### src/rtl/motion_seq.sv
`timescale 1ns/1ps
// Two-motor stepper sequencer: optional 90/180-degree pivot followed by a straight run,
// paced by a programmable step divider, with abort and one-cycle completion pulse.
module motion_seq #(
    parameter int STEP_W       = 16,
    parameter int DIV_W        = 16,
    parameter int TURN90_STEPS = 256,
    parameter int HALF_STEP    = 0,
    parameter int HOLD         = 0
) (
    input  logic              clk,
    input  logic              rst,
    input  logic              cmd_valid,
    output logic              cmd_ready,
    input  logic [1:0]        cmd_op,
    input  logic [STEP_W-1:0] cmd_steps,
    input  logic [DIV_W-1:0]  speed_div,
    input  logic              abort,
    output logic              busy,
    output logic              done,
    output logic              aborted,
    output logic [STEP_W-1:0] remaining,
    output logic [3:0]        left_out,
    output logic [3:0]        right_out
);

    typedef enum logic [1:0] {
        IDLE     = 2'd0,
        TURN     = 2'd1,
        STRAIGHT = 2'd2,
        DONE     = 2'd3
    } state_t;

    localparam logic [2:0]        IDX_MASK   = (HALF_STEP != 0) ? 3'd7 : 3'd3;
    localparam logic [STEP_W-1:0] TURN_STEPS = STEP_W'(TURN90_STEPS);
    localparam logic [STEP_W-1:0] UTURN_STEPS = STEP_W'(2 * TURN90_STEPS);
    localparam logic [STEP_W-1:0] ONE_STEP   = STEP_W'(1);

    state_t            state;
    state_t            state_nxt;
    logic [1:0]        op_q;
    logic [STEP_W-1:0] steps_q;
    logic [DIV_W-1:0]  div_q;
    logic [DIV_W-1:0]  div_cnt;
    logic [STEP_W-1:0] rem_q;
    logic [2:0]        left_idx;
    logic [2:0]        right_idx;
    logic              aborted_q;
    logic              accept;
    logic              tick;
    logic              left_fwd;
    logic              right_fwd;

    function automatic logic [3:0] coil(input logic [2:0] idx);
        logic [3:0] pat;
        if (HALF_STEP != 0) begin
            case (idx)
                3'd0:    pat = 4'b0001;
                3'd1:    pat = 4'b0011;
                3'd2:    pat = 4'b0010;
                3'd3:    pat = 4'b0110;
                3'd4:    pat = 4'b0100;
                3'd5:    pat = 4'b1100;
                3'd6:    pat = 4'b1000;
                default: pat = 4'b1001;
            endcase
        end else begin
            case (idx[1:0])
                2'd0:    pat = 4'b0001;
                2'd1:    pat = 4'b0010;
                2'd2:    pat = 4'b0100;
                default: pat = 4'b1000;
            endcase
        end
        return pat;
    endfunction

    function automatic logic [2:0] advance(input logic [2:0] idx, input logic fwd);
        return fwd ? ((idx + 3'd1) & IDX_MASK) : ((idx - 3'd1) & IDX_MASK);
    endfunction

    assign accept = (state == IDLE) && cmd_valid;

    // Abort wins over a pending tick, so the aborting cycle never moves the motors.
    assign tick = (div_cnt == div_q) && !abort &&
                  ((state == TURN) || ((state == STRAIGHT) && (rem_q != '0)));

    // Op 10 is the only left pivot; the straight run drives both motors forward.
    assign left_fwd  = (state == STRAIGHT) || (op_q != 2'b10);
    assign right_fwd = (state == STRAIGHT) || (op_q == 2'b10);

    // NOTE: every output of this block gets a default first so no path leaves state_nxt
    // unassigned; an unassigned path in always_comb would infer a latch.
    always_comb begin
        state_nxt = state;
        case (state)
            IDLE: begin
                if (cmd_valid) state_nxt = (cmd_op == 2'b00) ? STRAIGHT : TURN;
            end
            TURN: begin
                if (abort)                           state_nxt = DONE;
                else if (tick && rem_q == ONE_STEP)  state_nxt = STRAIGHT;
            end
            STRAIGHT: begin
                if (abort || rem_q == '0 || (tick && rem_q == ONE_STEP)) state_nxt = DONE;
            end
            DONE:    state_nxt = IDLE;
            default: state_nxt = IDLE;
        endcase
    end

    // NOTE: sequential state uses non-blocking assignments so every register samples
    // the pre-edge values regardless of statement order.
    always_ff @(posedge clk or posedge rst) begin
        if (rst) state <= IDLE;
        else     state <= state_nxt;
    end

    always_ff @(posedge clk or posedge rst) begin
        if (rst) begin
            op_q      <= 2'b00;
            steps_q   <= '0;
            div_q     <= '0;
            div_cnt   <= '0;
            rem_q     <= '0;
            left_idx  <= 3'd0;
            right_idx <= 3'd0;
            aborted_q <= 1'b0;
        end else if (accept) begin
            op_q      <= cmd_op;
            steps_q   <= cmd_steps;
            div_q     <= speed_div;
            div_cnt   <= '0;
            aborted_q <= 1'b0;
            case (cmd_op)
                2'b00:   rem_q <= cmd_steps;
                2'b11:   rem_q <= UTURN_STEPS;
                default: rem_q <= TURN_STEPS;
            endcase
        end else begin
            if (state_nxt != state || tick) div_cnt <= '0;
            else if (busy)                  div_cnt <= div_cnt + 1'b1;

            if (tick) begin
                left_idx  <= advance(left_idx, left_fwd);
                right_idx <= advance(right_idx, right_fwd);
                rem_q     <= (state == TURN && rem_q == ONE_STEP) ? steps_q : rem_q - ONE_STEP;
            end

            if (busy && abort) aborted_q <= 1'b1;
        end
    end

    assign cmd_ready = (state == IDLE);
    assign busy      = (state == TURN) || (state == STRAIGHT);
    assign done      = (state == DONE);
    assign aborted   = (state == DONE) && aborted_q;
    assign remaining = rem_q;
    assign left_out  = (state == IDLE && HOLD == 0) ? 4'b0000 : coil(left_idx);
    assign right_out = (state == IDLE && HOLD == 0) ? 4'b0000 : coil(right_idx);

endmodule
### config.mk
export PLATFORM = sky130hd
export DESIGN_NAME = motion_seq
export DESIGN_NICKNAME = d
export VERILOG_FILES = /design/src/rtl/motion_seq.sv
export SDC_FILE = /design/constraint.sdc
export NUM_CORES = 1
export LEC_CHECK = 0
export ABC_CLOCK_PERIOD_IN_PS = 5700
export CORE_MARGIN = 4
export CORE_UTILIZATION = 55
export DETAILED_ROUTE_END_ITERATION = 8
export PLACE_DENSITY = 0.78
export SLEW_MARGIN = 25
export SYNTH_ARGS = -nofsm -noshare
export SYNTH_HDL_FRONTEND = slang
export SYNTH_SLANG_ARGS = --single-unit
### constraint.sdc
create_clock -name clk -period 5.7 [get_ports clk]
set_clock_uncertainty 0.05 [all_clocks]
set_input_delay 0.57 -clock clk [delete_from_list [all_inputs] [get_ports clk]]
set_output_delay 0.57 -clock clk [all_outputs]
set_load 0.03 [all_outputs]
Yosys cells after proc, flatten, opt, wreduce, memory -nomap -nowiden. Cells that the tools add are included.

Div/mod/pow operators: 0. Shift operators: 0. Add/sub/neg operators: 6. $mul: 0. Reduce and logical (&&, ||, !) cells: 26. Bitwise operators: 1. Multiplexer cells: 21. Order comparisons: 0. Equality and inequality tests: 13.

Operators with widths (count): 16-bit 2-to-1 mux (6); 16-bit case mux with 2 select lines (1); 4-bit case mux with 3 select lines (2); 16-bit by 1-bit adder with 16-bit output, second input constant (1); 16-bit by 1-bit == test with 1-bit output, second input constant (1); 16-bit == test (1); 16-bit logical NOT (1); 16-bit nonzero test (1); 16-bit by 1-bit subtractor with 16-bit output, second input constant (1); 2-bit 2-to-1 mux (7); 2-bit == test, second input constant (6); 1-bit logical AND (8); 2-bit logical NOT (4); 4-bit 2-to-1 mux (2); 2-bit case mux with 4 select lines (1); 1-bit logical OR (7); 2-bit by 1-bit == test with 1-bit output, second input constant (3); 2-bit by 1-bit adder with 2-bit output, second input constant (2); 2-bit nonzero test (2); 2-bit by 1-bit subtractor with 2-bit output, second input constant (2); 3-bit nonzero test (1); 1-bit 2-to-1 mux (2); 2-bit inequality test (1); 2-bit inequality test, second input constant (1); 3 further kinds (3).

Bits in latches: 0. Output and inout port bits: 28. Bits in read-only memories: 0. Word-level logic and storage cells: 76. Register bits: 73. Memory bits (writable): 0. Bits of input ports: 38. Memories kept: 0.

Logic depth before layout (Yosys ltp).
Depth after elaboration: 12. Depth in mapped cells: 12. Gate-level depth less buffers: 8.

Least setup slack after synthesis. OpenSTA, ideal clock, no wires.

Path kind: register to register. Start point: register state[0]. End point: register div_cnt[0]. Data required time: 5.525 ns. Setup slack: 2.188 ns. Clock period less this slack: 3.512 ns. Cell stages (with the launch flop): 12. Arrival time: 3.337 ns. Path buffers: 4. Path through: dfrtp_1 > clkbuf_1 > inv_1 > clkbuf_1 > ha_1 > nor2_1 > or4_1 > clkbuf_2 > or4_4 > a221oi_4 > buf_8 > mux2_4.

Word-level cells in the longest chain between the ends: 12. Elaborated cells on any way between the ends: 21.

RTL lines: from (decl) (RTL line 39) `state_t state;`; from (signal assigned) (RTL line 116) `else state <= state_nxt;`; 2-bit == test (RTL line 86, 96, 155); 1-bit logical AND (RTL line 86) `((state == TURN) || ((state == STRAIGHT) && (rem_q != '0)));`; 1-bit logical OR (RTL line 86); 1-bit logical AND (RTL line 85) `assign tick = (div_cnt == div_q) && !abort &&`; 1-bit logical AND (RTL line 102, 105); 2-bit 2-to-1 mux or 1-bit logical OR (tied branches) (RTL line 102, 105); 2-bit 2-to-1 mux (on tied branches) (RTL line 101, 105); 2-bit case mux with 4 select lines (RTL line 96) `case (state)`; 2-bit inequality test (RTL line 141) `if (state_nxt != state || tick) div_cnt <= '0;`; 1-bit logical OR (RTL line 141); 16-bit 2-to-1 mux (RTL line 141); 16-bit 2-to-1 mux (RTL line 129) `end else if (accept) begin`; to (signal assigned) (RTL line 142) `else if (busy) div_cnt <= div_cnt + 1'b1;`; to (decl) (RTL line 44) `logic [DIV_W-1:0] div_cnt;`.

Parallel ways exist; a longest one is shown, timed or not. A chain may end at the register's enable or synchronous reset.

Worst setup path in the final report.
Start point: register state[0]. End point: register div_cnt[10].

The elaborated chain is that of the path after synthesis.

==> metrics.cfg <==
[global_routing]
grt_pass1_vias=3641
grt_pass1_wl_mm=17.3
overflow=0
grtUsageTotal=0.217
grt_max_degree=74
antenna_found_initial=0

[clocking]
cts.sink_count=73
cts_root_buffer=clkbuf_8
postCtsSetupBuffers=0
cts-hold-fix-buffers=0
htreeDepth=3
cts.clk_slew.worst_paths_ns=0.07
cts_tree=built
worstSkewPairLatency_ns=0.34
cts_buffer_depth=2
ctsResizeCount=0
cts_buffers=9

[floorplanning]
core_region_area_sq_um=7890
dieArea_sq_um=9770
fp-row-count=32
start_util=0.575
pin_count=66
die_x_microns=98.8
die_h_microns=98.8

[routing]
routedWlPerCell_microns=15.4
viasPerCell=5.62
ant_nets=0
first_pass_iters=4
routed_wl_mm=10.3
drc=0
drt_iter0_markers=254
num_vias=3780

[critical_path]
crit_fanout=22
cp.required_ns=5.88
crit_buf_inv=2
crit_family=simple AND/OR/NAND/NOR gates
start_kind=flip-flop
cp_slowest_cell=dfrtp_1
r2r-start=state[0]$_DFF_PP0_
worstSetupPathType=reg2reg
r2r_cells=8
crit_path_cell_trace=inv_1 -> ha_1 -> nor2_1 -> or4_1 -> or4_4 -> a221oi_4 -> buf_6 -> mux2_2
r2r_slack_ns=1.78
cp_data_arrival_time_ns=4.10
reg2reg_to=div_cnt[10]$_DFFE_PP0P_
worstSetupEndpointType=flip-flop
cpPeakStageDelay_ns=0.62

[sta]
slew-limit-headroom=0.332
rsz0062_at_grt=no
worst_hold_slack_ns=0.419
maxSlewViolCount=0
max_clock_freq_mhz=255
tightest_slew_ns=0.994
finalSetupViolations=0
finalSetupTns_ns=0
finalCritPeriodShare=0.688
layout_min_cycle_time_ns=3.92
finalHoldViolations=0

[synth]
synth_nets=568
yosys-top-cells-area=dfrtp_1 (40%), nand2_1 (9.5%), xnor2_1 (6.6%), ha_1 (4.7%), mux2_2 (4.5%)
avgSynthCellArea_sq_um=8.84
ys_seq_area_frac=0.403
synth_cell_type_count=42
synth.top_cell.area_share=0.403
synth-seq-cells=73
syn_inst=513
synth_top_area_cell=dfrtp_1
netlist_area_sq_um=4540
ys.warnings.count=0

[pwr]
clock_power_share=0.162
power.density_nw_per_um2=494
p_comb_frac=0.503
fin_total_pwr_mw=2.71
p_int_mw=1.53
p_sw_mw=1.17
total_leakage_power_nw=2.50
p_seq_frac=0.335
irDropWorstVdd_mv=0.285
swShare=0.434

[job]
drv_cap=0

[min_path]
holdPathEnd=steps_q[15]$_DFFE_PP0P_
min_path_type=reg2reg
hp-start=steps_q[15]$_DFFE_PP0P_
min_path_cells=2

[place]
dp_hpwl_mm=7.17
portBuffers=65
place.gp.congestion=0.830

[finish]
postLayoutCoreUtil=0.694
nets=621
syn2layout_area_growth_pct=20.7
diodes=0
drive_above_1_share=0.0876

[run_status]
outcome=completed

Yosys cell counts (all sizes together):
library cell  number
xor2              13
nand3b             1
and4               1
nand2            115
nor3b              1
xnor2             34
or4                3
nand4b             1
nand3             26
o31ai              2
inv               19
nor2              17
ha                17
and2               2
mux2              22
a32oi              1
dfrtp             73
o21ai             14
nand4              9
clkbuf            26
o31a               4
or3                2
nor2b              9
and3              20
o41ai              1
a221oi             1
a31oi              6
or2                1
a21o               1
o211ai             4
nor3              18
mux2i             19
buf                3
a2111oi            1
a21boi             1
a21oi             12
nand2b             8
nor4               5
logic make-up (layout without fill, tap and decap cells):
kind of cell | Yosys count | count (layout) | synth area share
simple gates | 239 | 239 | 0.248
fa+ha+maj | 17 | 17 | 0.0469
flops | 73 | 73 | 0.403
compound gates | 48 | 48 | 0.0695
mux | 41 | 41 | 0.0998
xor+xnor | 47 | 47 | 0.0907
buf+inv | 48 | 106 | 0.0425
layout make-up:
class,count,area [sq um]
Clock buffer,10,128
Multi-Input combinational cell,392,2530
Timing Repair Buffer,71,712
Clock inverter,6,82.6
Inverter,19,71.3
Fill cell,613,2410
Sequential cell,73,1830
Tap cell,102,128
layout by cell type, fill, tap and decap left out, types with 18 or more instances in the layout:
cell type / synthesis / routed
and3_1: 20 / 20
clkdlybuf4s50_1: 0 / 65
dfrtp_1: 73 / 73
inv_1: 19 / 18
mux2_2: 18 / 18
mux2i_1: 19 / 19
nand2_1: 115 / 115
nand3_1: 26 / 26
xnor2_1: 34 / 34
metal layers:
| layer | share of wire | routed length, microns | track usage | vias up |
|---|---|---|---|---|
| met5 | 0 | 0 | 0 | - |
| met4 | 0.013 | 133 | 0.0662 | 0 |
| met3 | 0.052 | 538 | 0.0375 | 14 |
| met2 | 0.47 | 4900 | 0.340 | 100 |
| met1 | 0.46 | 4770 | 0.310 | 1820 |
| li1 | - | - | - | 1846 |
registers in the layout, indices dropped and copies added (netlist names):
signal     flops
aborted_q      1
div_cnt       16
div_q         16
left_idx       2
op_q           2
remaining     16
right_idx      2
state          2
steps_q       16
power groups by stage:
stage | Combinational (mW) | Sequential [mW] | Clock [mW]
global route | 1.50 | 0.937 | 0.476
global placement | 1.31 | 0.907 | 0
finish | 1.36 | 0.907 | 0.438
detailed placement | 1.34 | 0.913 | 0
CTS | 1.35 | 0.907 | 0.448
floorplan | 0.944 | 0.946 | 0
tightest hold or removal path, stage by stage (launching register included):
cell and delay (ns):
dfrtp_1 0.34, nand2_1 0.05, nand2_1 0.05
how the worst max path moves through the flow:
stage / startpoint / endpoint / slack, ns / depth (start not counted)
after global routing: state[0]$_DFF_PP0_ / div_cnt[8]$_DFFE_PP0P_ / 1.52 / 8
after global placement: state[0]$_DFF_PP0_ / div_cnt[6]$_DFFE_PP0P_ / 1.64 / 7
after CTS: state[0]$_DFF_PP0_ / div_cnt[13]$_DFFE_PP0P_ / 1.57 / 7
after floorplan: state[0]$_DFF_PP0_ / div_cnt[0]$_DFFE_PP0P_ / 2.19 / 11
final: state[0]$_DFF_PP0_ / div_cnt[10]$_DFFE_PP0P_ / 1.78 / 8
after detailed placement: state[0]$_DFF_PP0_ / div_cnt[8]$_DFFE_PP0P_ / 1.57 / 7
stage by stage:
stage / setup WS, ns / instance area [sq um] / instances
2_1_floorplan: 2.19 / 4540 / 513
3_3_place_gp: 1.64 / 5230 / 655
3_5_place_dp: 1.57 / 5230 / 655
4_1_cts: 1.57 / 5440 / 671
5_1_grt: 1.52 / 5480 / 673
6_report: 1.78 / 5480 / 673
Power figures use the tool's default switching activity.
